**src/rtl/comp_minmax_tracker_if.sv**
```systemverilog
// Handshake bundle for comp_minmax_tracker: sample stream in, comparator link, frame result out.
// With MINMAX_COUNT_EN defined the result also carries out_count and out_wrap.
interface comp_minmax_tracker_if #(
  parameter int unsigned DATAWIDTH = 8,
  parameter int unsigned IDXWIDTH  = 8
);
  logic [DATAWIDTH-1:0] in_data;
  logic                 in_valid;
  logic                 in_last;
  logic                 in_ready;
  logic [DATAWIDTH-1:0] cmp_a;
  logic [DATAWIDTH-1:0] cmp_b;
  logic                 cmp_gt;
  logic                 cmp_lt;
  logic                 cmp_eq;
  logic [DATAWIDTH-1:0] out_min;
  logic [DATAWIDTH-1:0] out_max;
  logic [IDXWIDTH-1:0]  out_min_idx;
  logic [IDXWIDTH-1:0]  out_max_idx;
  logic                 out_valid;
  logic                 out_ready;
`ifdef MINMAX_COUNT_EN
  logic [IDXWIDTH:0]    out_count;
  logic                 out_wrap;
`endif

  // slave: the tracker itself; master: upstream source, COMP and downstream sink
  modport slave (
    input  in_data, in_valid, in_last, cmp_gt, cmp_lt, cmp_eq, out_ready,
    output in_ready, cmp_a, cmp_b, out_min, out_max, out_min_idx, out_max_idx, out_valid
`ifdef MINMAX_COUNT_EN
    , output out_count, out_wrap
`endif
  );

  modport master (
    output in_data, in_valid, in_last, cmp_gt, cmp_lt, cmp_eq, out_ready,
    input  in_ready, cmp_a, cmp_b, out_min, out_max, out_min_idx, out_max_idx, out_valid
`ifdef MINMAX_COUNT_EN
    , input out_count, out_wrap
`endif
  );
endinterface

```
**src/rtl/comp_minmax_tracker.sv**
```systemverilog
// Streaming min/max tracker sequencing one shared COMP (max compare, then min compare).
// Optional MINMAX_COUNT_EN adds out_count (saturating frame length) and out_wrap.
module comp_minmax_tracker #(
  parameter int unsigned DATAWIDTH = 8,
  parameter int unsigned IDXWIDTH  = 8
) (
  input logic                Clk,
  input logic                Rst,
  comp_minmax_tracker_if.slave bus
);
  typedef enum logic [1:0] {ACCEPT, CMP_MAX, CMP_MIN, DONE} state_t;

  state_t               state_q, state_d;
  logic                 armed_q;
  logic [DATAWIDTH-1:0] smp_q, smp_d, min_q, min_d, max_q, max_d;
  logic [IDXWIDTH-1:0]  idx_q, idx_d, cnt_q, cnt_d;
  logic [IDXWIDTH-1:0]  min_idx_q, min_idx_d, max_idx_q, max_idx_d;
  logic                 lst_q, lst_d, frm_q, frm_d;
  logic                 xfer, load, release_out;

  assign bus.in_ready = armed_q && (state_q == ACCEPT);
  assign xfer         = bus.in_valid && bus.in_ready;
  assign release_out  = (state_q == DONE) && bus.out_ready;
  assign load         = (state_d == DONE) && (state_q != DONE);

  always_ff @(posedge Clk or negedge Rst) begin
    if (!Rst) state_q <= ACCEPT;
    else      state_q <= state_d;
  end

  // frm_q marks "frame in progress" so a wrapped index of 0 is not mistaken for a first sample
  always_comb begin
    state_d   = state_q;
    smp_d     = smp_q;
    lst_d     = lst_q;
    idx_d     = idx_q;
    cnt_d     = cnt_q;
    frm_d     = frm_q;
    min_d     = min_q;
    max_d     = max_q;
    min_idx_d = min_idx_q;
    max_idx_d = max_idx_q;
    bus.cmp_a = '0;
    bus.cmp_b = '0;
    case (state_q)
      ACCEPT: begin
        if (xfer) begin
          smp_d = bus.in_data;
          lst_d = bus.in_last;
          idx_d = cnt_q;
          cnt_d = cnt_q + 1'b1;
          frm_d = 1'b1;
          if (!frm_q) begin
            min_d     = bus.in_data;
            max_d     = bus.in_data;
            min_idx_d = '0;
            max_idx_d = '0;
            state_d   = bus.in_last ? DONE : ACCEPT;
          end else begin
            state_d = CMP_MAX;
          end
        end
      end
      CMP_MAX: begin
        bus.cmp_a = smp_q;
        bus.cmp_b = max_q;
        if (bus.cmp_gt) begin
          max_d     = smp_q;
          max_idx_d = idx_q;
        end
        state_d = CMP_MIN;
      end
      CMP_MIN: begin
        bus.cmp_a = smp_q;
        bus.cmp_b = min_q;
        if (bus.cmp_lt) begin
          min_d     = smp_q;
          min_idx_d = idx_q;
        end
        state_d = lst_q ? DONE : ACCEPT;
      end
      DONE: begin
        if (bus.out_ready) begin
          cnt_d   = '0;
          frm_d   = 1'b0;
          state_d = ACCEPT;
        end
      end
      default: state_d = ACCEPT;
    endcase
  end

  always_ff @(posedge Clk or negedge Rst) begin
    if (!Rst) begin
      armed_q         <= 1'b0;
      smp_q           <= '0;
      lst_q           <= 1'b0;
      idx_q           <= '0;
      cnt_q           <= '0;
      frm_q           <= 1'b0;
      min_q           <= '0;
      max_q           <= '0;
      min_idx_q       <= '0;
      max_idx_q       <= '0;
      bus.out_min     <= '0;
      bus.out_max     <= '0;
      bus.out_min_idx <= '0;
      bus.out_max_idx <= '0;
      bus.out_valid   <= 1'b0;
    end else begin
      armed_q   <= 1'b1;
      smp_q     <= smp_d;
      lst_q     <= lst_d;
      idx_q     <= idx_d;
      cnt_q     <= cnt_d;
      frm_q     <= frm_d;
      min_q     <= min_d;
      max_q     <= max_d;
      min_idx_q <= min_idx_d;
      max_idx_q <= max_idx_d;
      if (load) begin
        bus.out_min     <= min_d;
        bus.out_max     <= max_d;
        bus.out_min_idx <= min_idx_d;
        bus.out_max_idx <= max_idx_d;
        bus.out_valid   <= 1'b1;
      end else if (release_out) begin
        bus.out_valid <= 1'b0;
      end
    end
  end

`ifdef MINMAX_COUNT_EN
  logic [IDXWIDTH:0] fcnt_q, fcnt_d;
  logic              wrap_q, wrap_d;

  always_comb begin
    fcnt_d = fcnt_q;
    wrap_d = wrap_q;
    if (xfer) begin
      if (fcnt_q != '1) fcnt_d = fcnt_q + 1'b1;
      if (frm_q && (cnt_q == '0)) wrap_d = 1'b1;
    end
    if (release_out) begin
      fcnt_d = '0;
      wrap_d = 1'b0;
    end
  end

  always_ff @(posedge Clk or negedge Rst) begin
    if (!Rst) begin
      fcnt_q        <= '0;
      wrap_q        <= 1'b0;
      bus.out_count <= '0;
      bus.out_wrap  <= 1'b0;
    end else begin
      fcnt_q <= fcnt_d;
      wrap_q <= wrap_d;
      if (load) begin
        bus.out_count <= fcnt_d;
        bus.out_wrap  <= wrap_d;
      end
    end
  end
`endif
endmodule

```
**src/flat_wrapper.sv**
```systemverilog
// flat-port wrapper written by rule: the top's interface ports become plain ports
module comp_minmax_tracker_flat 
#(
  parameter int unsigned DATAWIDTH = 8,
  parameter int unsigned IDXWIDTH  = 8
)
  (Clk, Rst, bus_in_data, bus_in_valid, bus_in_last, bus_cmp_gt, bus_cmp_lt, bus_cmp_eq, bus_out_ready, bus_in_ready, bus_cmp_a, bus_cmp_b, bus_out_min, bus_out_max, bus_out_min_idx, bus_out_max_idx, bus_out_valid);
  comp_minmax_tracker_if #(.DATAWIDTH(DATAWIDTH), .IDXWIDTH(IDXWIDTH)) bus_i ();
  input logic Clk;
  input logic Rst;
  input wire logic [$bits(bus_i.in_data)-1:0] bus_in_data;
  input wire logic [$bits(bus_i.in_valid)-1:0] bus_in_valid;
  input wire logic [$bits(bus_i.in_last)-1:0] bus_in_last;
  input wire logic [$bits(bus_i.cmp_gt)-1:0] bus_cmp_gt;
  input wire logic [$bits(bus_i.cmp_lt)-1:0] bus_cmp_lt;
  input wire logic [$bits(bus_i.cmp_eq)-1:0] bus_cmp_eq;
  input wire logic [$bits(bus_i.out_ready)-1:0] bus_out_ready;
  output wire logic [$bits(bus_i.in_ready)-1:0] bus_in_ready;
  output wire logic [$bits(bus_i.cmp_a)-1:0] bus_cmp_a;
  output wire logic [$bits(bus_i.cmp_b)-1:0] bus_cmp_b;
  output wire logic [$bits(bus_i.out_min)-1:0] bus_out_min;
  output wire logic [$bits(bus_i.out_max)-1:0] bus_out_max;
  output wire logic [$bits(bus_i.out_min_idx)-1:0] bus_out_min_idx;
  output wire logic [$bits(bus_i.out_max_idx)-1:0] bus_out_max_idx;
  output wire logic [$bits(bus_i.out_valid)-1:0] bus_out_valid;
  assign bus_i.in_data = bus_in_data;
  assign bus_i.in_valid = bus_in_valid;
  assign bus_i.in_last = bus_in_last;
  assign bus_i.cmp_gt = bus_cmp_gt;
  assign bus_i.cmp_lt = bus_cmp_lt;
  assign bus_i.cmp_eq = bus_cmp_eq;
  assign bus_i.out_ready = bus_out_ready;
  assign bus_in_ready = bus_i.in_ready;
  assign bus_cmp_a = bus_i.cmp_a;
  assign bus_cmp_b = bus_i.cmp_b;
  assign bus_out_min = bus_i.out_min;
  assign bus_out_max = bus_i.out_max;
  assign bus_out_min_idx = bus_i.out_min_idx;
  assign bus_out_max_idx = bus_i.out_max_idx;
  assign bus_out_valid = bus_i.out_valid;
  comp_minmax_tracker #(.DATAWIDTH(DATAWIDTH), .IDXWIDTH(IDXWIDTH)) u_core (.Clk(Clk), .Rst(Rst), .bus(bus_i));
endmodule
```
**config.mk**
```make
export PLATFORM = sky130hd
export DESIGN_NAME = comp_minmax_tracker_flat
export DESIGN_NICKNAME = d
export VERILOG_FILES = /design/src/rtl/comp_minmax_tracker_if.sv /design/src/rtl/comp_minmax_tracker.sv /design/src/flat_wrapper.sv
export SDC_FILE = /design/constraint.sdc
export NUM_CORES = 1
export LEC_CHECK = 0
export ABC_AREA = 1
export CAP_MARGIN = 5
export CELL_PAD_IN_SITES_DETAIL_PLACEMENT = 1
export CELL_PAD_IN_SITES_GLOBAL_PLACEMENT = 1
export CORE_MARGIN = 1
export CORE_UTILIZATION = 43
export DETAILED_ROUTE_END_ITERATION = 6
export HOLD_SLACK_MARGIN = 0.1
export MAX_ROUTING_LAYER = met4
export PLACE_DENSITY_LB_ADDON = 0.1
export SYNTH_ARGS = -nofsm -noshare
export SYNTH_HDL_FRONTEND = slang
export SYNTH_SLANG_ARGS = --single-unit
```
**constraint.sdc**
```tcl
create_clock -name Clk -period 3.8 [get_ports Clk]
set_clock_uncertainty 0.15 [all_clocks]
set_input_delay 1.14 -clock Clk [delete_from_list [all_inputs] [get_ports Clk]]
set_output_delay 1.14 -clock Clk [all_outputs]
set_load 0.01 [all_outputs]
```
==> run metrics, run 1 <==
Iter 0 DRT Violations=141; share of layout cells above drive strength 1=0.0788; cell accounting for the most synthesized area=dfrtp_1; Final setup violation count=0; final hold vios=0; syn_area_per_cell=8.32 um^2; Critical Path End Type=output pin; critical path required time=2510 ps; delay-heaviest family, CP=buffers and inverters; TritonCTS Buffers=9; HP Start=u_core.min_idx_q[0]$_DFF_PN0_; Worst R2R Start=u_core.state_q[0]$_DFF_PN0_; drt first pass iters=4; DP Cell Count=697; Final Util=0.554; max incr delay on CP=570 ps; hold_buf cts=0; most frequent cell after synthesis=nand2_1; Post-CTS Resized=0; Die H=101 um; area of the multi-input gates=1610 um^2; Final TNS setup=0 ps; largest family of logic cells by synthesized area=simple AND/OR/NAND/NOR gates; Initial Util=0.452; drt wl/cell=16.7 um; nets=601; CTS HTree Levels=3; Max Slew Vio Count=0; clk slew on worst S/H paths=100 ps; Synth area leaders=dfrtp_1 55%, nand2_1 20%, nand3_1 6.4%; Syn Nets=533; Synth Area in Simple Gates=0.290; Startpoint Class=flop; Post-synth EDFFs=0; XOR/XNOR share of the synthesized area=0.00206; crit path cell chain=inv_1, ha_2, buf_4, nand2_1, a21oi_1, clkdlybuf4s50_1; Data arrival, critical path=2300 ps; Post-synth top cells=221 x nand2_1, 94 x dfrtp_1, 54 x nand3_1; Worst Hold Class=flop to flop; first-pass GRT wire length=19800 um; number of global-route vias before repair=3861; Via-to-Cell Ratio=5.18; Clock Sink Count=94; CTS tree=yes; worst vdd ir=370 uV; Netlist Area Pre-Place=4250 um^2; num rows=35; Layout fillers=1147; IO Pins=66; critical path class=flop to output pin; CP Buf/Inv Count=3; P_leak=2.65 nW; post-DP HPWL=8330 um; Final Cycle Share=0.944; port buffer count=64; Vias=3691; Routability Congestion=0.820; Synth-to-Final Area Change=22.6%; Synth top area share=0.553; Seq cells post-synth=94; Slew headroom=0.537; RSZ-0062 raised after global routing=false; CTS max path bufs=2; met1 wire length=5540 um; fin cells=713; number of routed nets with antenna violations=0; WL met2=5730 um; Sequential Area=2350 um^2; clk_lat worst skew=380 ps; global route overflow=0; width of the die=101 um; die area=10300 um^2; total power=4.19 mW; Synth Area in Compound Gates=0.0662; async set-or-reset flop fraction in the synthesized netlist=1.00; synth warn=0; Worst Tran Pin Value=694 ps; Fmax=279 MHz; Ant. Diodes=0; post-synth cell types=25; fin area=5210 um^2; post-synthesis adder-cell area fraction=0.0177; placed instance area=5020 um^2; initial antenna violation count=0; top layer in use=met4; most used flip-flop cell after synthesis=dfrtp_1; critical path peak fanout=9; Cell Pwr Density=804 nW/um^2; min Tclk post-route=3590 ps; root buf cell=clkbuf_8; length of routed met3 wiring=461 um; Slowest-stage cell, CP=clkdlybuf4s50_1; # DRC=0; status=finished, final reports clean; proportion of synthesized area in mux cells=0; largest net degree at the start of global routing=38; Post-CTS Setup Repair Bufs=0; Post-Route WL=11900 um; All-Layer GR Usage=0.265; total core area=9420 um^2; Critical Path Source=u_core.state_q[0]$_DFF_PN0_; Synth Instances=511; fraction of the yosys area taken by sequential cells=0.553; Max Cap Viol=0
[logic make-up after synthesis]
kind of cell / count (synthesis)
AOI/OAI and AO/OA: 52
xor gates and xnor gates: 1
adders and majority gates: 6
buffers and inverters: 64
DFF: 94
other: 1
and+or+nand+nor: 293
[per-layer routing]
layer | up-vias | GRT usage
met2 | 82 | 0.422
met1 | 1857 | 0.348
met3 | 12 | 0.0476
met5 | - | -
li1 | 1740 | -
met4 | 0 | 0.0803
[flip-flops by register name (all words and copies together) (netlist names)]
signal                  flops
u_core.bus.out_max          8
u_core.bus.out_max_idx      8
u_core.bus.out_min          8
u_core.bus.out_min_idx      8
u_core.cnt_q                8
u_core.idx_q                8
u_core.max_idx_q            8
u_core.max_q                8
u_core.min_idx_q            8
u_core.min_q                8
u_core.smp_q                8
u_core.state_q              2
u_core.armed_q              1
u_core.bus.out_valid        1
u_core.frm_q                1
u_core.lst_q                1
[worst reg2reg max path: stages, from the launching register on]
cell	delay [ps]
dfrtp_1	460
inv_1	120
ha_2	330
buf_4	200
nand2_1	70
nand3_1	100
nand2_1	110
nor2_4	170
nand3_4	90
inv_2	320
buf_4	250
nand2_1	90
nand2_1	70
[cells in the final DEF (no fill, tap or decap), types with 2 or more instances in the layout]
| cell | n |
|---|---|
| a21oi_1 | 9 |
| buf_4 | 16 |
| clkbuf_8 | 9 |
| clkdlybuf4s50_1 | 63 |
| clkinv_4 | 2 |
| dfrtp_1 | 94 |
| ha_1 | 5 |
| inv_1 | 40 |
| inv_2 | 2 |
| inv_6 | 2 |
| inv_8 | 2 |
| nand2_1 | 221 |
| nand2_2 | 3 |
| nand3_1 | 54 |
| nand3_4 | 2 |
| nor2_1 | 8 |
| nor2_4 | 3 |
| o21a_1 | 5 |
| o21ai_0 | 34 |
| o21ai_2 | 2 |
[where the power goes]
part | switching (mW) | internal (mW) | leakage [nW]
Combinational | 1.13 | 0.764 | 1.32
Clock | 0.407 | 0.253 | 0.0980
Sequential | 0.260 | 1.38 | 1.24
Total | 1.79 | 2.40 | 2.65
[final timing paths]
path	end	slack, ps	cells after the start
setup / recovery	bus_cmp_b[2]	210	6
hold / removal	u_core.min_idx_q[0]$_DFF_PN0_	330	2
setup reg to reg	u_core.bus.out_max[1]$_DFFE_PN0P_	1210	12
hold reg to reg	u_core.min_idx_q[0]$_DFF_PN0_	330	2
max in group asynchronous	u_core.smp_q[3]$_DFFE_PN0P_	2100	2
min in group asynchronous	u_core.min_q[4]$_DFF_PN0_	570	1
[per-stage QoR]
stage | hold slack, ps | setup WS, ps
floorplan | 288 | 1080
global placement | 304 | 567
detailed placement | 308 | 500
CTS | 335 | 48.2
global route | 350 | 113
finish | 332 | 212
[final cells by class]
type / instances / share of cell area
Clock buffer: 9 / 0.0238
Clock inverter: 7 / 0.0120
Inverter: 42 / 0.0302
Multi-Input combinational cell: 353 / 0.308
Sequential cell: 94 / 0.451
Tap cell: 129 / 0.0310
Timing Repair Buffer: 79 / 0.144
No activity file was read; power rests on OpenSTA's default activity.
==> run 2, diff against run 1 <==
Settings changed: CELL_PAD_IN_SITES_DETAIL_PLACEMENT 1 to not set, CELL_PAD_IN_SITES_GLOBAL_PLACEMENT 1 to not set, CORE_UTILIZATION 43 to 58, PLACE_DENSITY set to 0.85, PLACE_DENSITY_LB_ADDON 0.1 to not set.
==> run metrics, run 2 (synthesized netlist as in run 1, its figures left out) <==
status=finished, final reports clean; CTS tree=yes; Fmax=286 MHz; P_leak=2.65 nW; CTS max path bufs=2; TritonCTS Buffers=9; met2 Track Usage GR=0.479; # DRC=0; min Tclk post-route=3500 ps; number of routed nets with antenna violations=0; CP Buf/Inv Count=2; global route overflow=0; RSZ-0062 raised after global routing=false; Slew headroom=0.547; first-pass GRT wire length=17000 um; Final TNS setup=0 ps; width of the die=87.6 um; Vias=3739; IO Pins=66; Min Hold Slack=331 ps; Data arrival, critical path=2210 ps; Final Cycle Share=0.921; P_sw=1.71 mW; Max Slew Vio Count=0; Startpoint Class=flop; clk slew on worst S/H paths=90 ps; port buffer count=64; Initial Util=0.612; commonest non-fill, non-tap cell in the layout=nand2_1; Cell Pwr Density=816 nW/um^2; most frequent cells in the layout=221 x nand2_1, 94 x dfrtp_1, 63 x clkdlybuf4s50_1, 54 x nand3_1, 40 x inv_1; Int Pwr=2.52 mW; met3 usage=0.0575; max incr delay on CP=570 ps; Worst Hold Class=flop to flop; crit path cell chain=inv_1, ha_2, nand2_1, a21oi_1, clkdlybuf4s50_1; Post-Route WL=10300 um; Critical Path End Type=output pin; Via-to-Cell Ratio=5.53; drt first pass iters=5; final hold vios=0; initial antenna violation count=0; critical path peak fanout=15; Net Sw Frac=0.405; number of global-route vias before repair=3613; Clock Sink Count=94; Synth-to-Final Area Change=22.0%; die area=7680 um^2; combinational share of power=0.434; clk_lat worst skew=370 ps; Slowest-stage cell, CP=clkdlybuf4s50_1; Routability Congestion=0.894; largest net degree at the start of global routing=49; All-Layer GR Usage=0.306; post-DP HPWL=6910 um; root buf cell=clkbuf_8; GR peak layer=met2; Iter 0 DRT Violations=338; Ant. Diodes=0; num rows=30; sequential power share=0.386; total core area=6940 um^2; Max Cap Viol=0; CTS HTree Levels=3; critical path required time=2510 ps; Clock Power Share=0.179; Die H=87.6 um; delay-heaviest family, CP=buffers and inverters; hold_buf cts=0; Final setup violation count=0; GR Util met1=0.402; worst vdd ir=587 uV; nets=597; Layout fillers=509; drt wl/cell=15.3 um; Worst Tran Pin Value=680 ps; share of layout cells above drive strength 1=0.0724; critical path class=flop to output pin
run 2: cell count changes in the layout (fill, tap and decap cells not counted):
| cell | change |
|---|---|
| buf_4 | -4 |
| bufinv_16 | +2 |
| clkbuf_8 | +1 |
| clkinv_4 | -1 |
| inv_8 | -2 |
run 2: timing repair:
action	4_1_cts	5_1_grt
endpoints found under the setup margin	0	1
resized for setup	0	1
setup buffers	0	0
run 2: final cells by class:
| type | instances | area (um^2) | area share |
|---|---|---|---|
| clock inverter | 6 | 91.3 | 0.0176 |
| tap | 96 | 120 | 0.0232 |
| multi-input combinational | 353 | 1610 | 0.310 |
| sequential | 94 | 2350 | 0.454 |
| inverter | 42 | 158 | 0.0304 |
| clock buffer | 10 | 138 | 0.0265 |
| timing repair buffer | 75 | 721 | 0.139 |
run 2: path summary, 6_finish.rpt:
kind / startpoint / to / slack [ps] / depth (start not counted)
min: u_core.max_idx_q[1]$_DFF_PN0_ / u_core.max_idx_q[1]$_DFF_PN0_ / 330 / 2
min in group asynchronous: Rst / u_core.bus.out_max_idx[4]$_DFFE_PN0P_ / 620 / 1
max: u_core.state_q[1]$_DFF_PN0_ / bus_cmp_b[7] / 300 / 5
max in group asynchronous: Rst / u_core.smp_q[0]$_DFFE_PN0P_ / 2120 / 2
min reg2reg: u_core.max_idx_q[1]$_DFF_PN0_ / u_core.max_idx_q[1]$_DFF_PN0_ / 330 / 2
max reg2reg: u_core.state_q[0]$_DFF_PN0_ / u_core.bus.out_max[4]$_DFFE_PN0P_ / 1150 / 10
run 2: power by group through the flow:
stage | Combinational (mW) | Sequential, mW | Clock [mW]
6_report | 1.84 | 1.63 | 0.758
3_3_place_gp | 1.75 | 1.62 | 0
3_5_place_dp | 1.81 | 1.64 | 0
4_1_cts | 1.83 | 1.62 | 0.757
2_1_floorplan | 1.03 | 1.65 | 0
5_1_grt | 2.03 | 1.67 | 0.800
run 2: worst reg2reg max path, delay by kind of cell, from the launching register on:
kind	cells	cell delay, ps
adder cells (fa/ha/maj)	1	390
buffers and inverters	2	550
flip-flops	1	450
AND/OR/NAND/NOR	7	1050
run 2: layer usage:
layer | routed length (um) | share of wire
met1 | 4260 | 0.41
met2 | 5070 | 0.49
met3 | 793 | 0.077
met4 | 206 | 0.020
met5 | 0 | 0
run 2: through the flow:
stage	instance area (um^2)	setup slack [ps]	power, mW	utilization	std cells
2_1_floorplan	4250	1080	2.68	-	511
3_3_place_gp	4950	584	3.37	0.713	660
3_5_place_dp	4950	488	3.45	0.713	660
4_1_cts	5180	157	4.21	0.746	676
5_1_grt	5180	201	4.50	0.747	676
6_report	5180	301	4.23	0.747	676
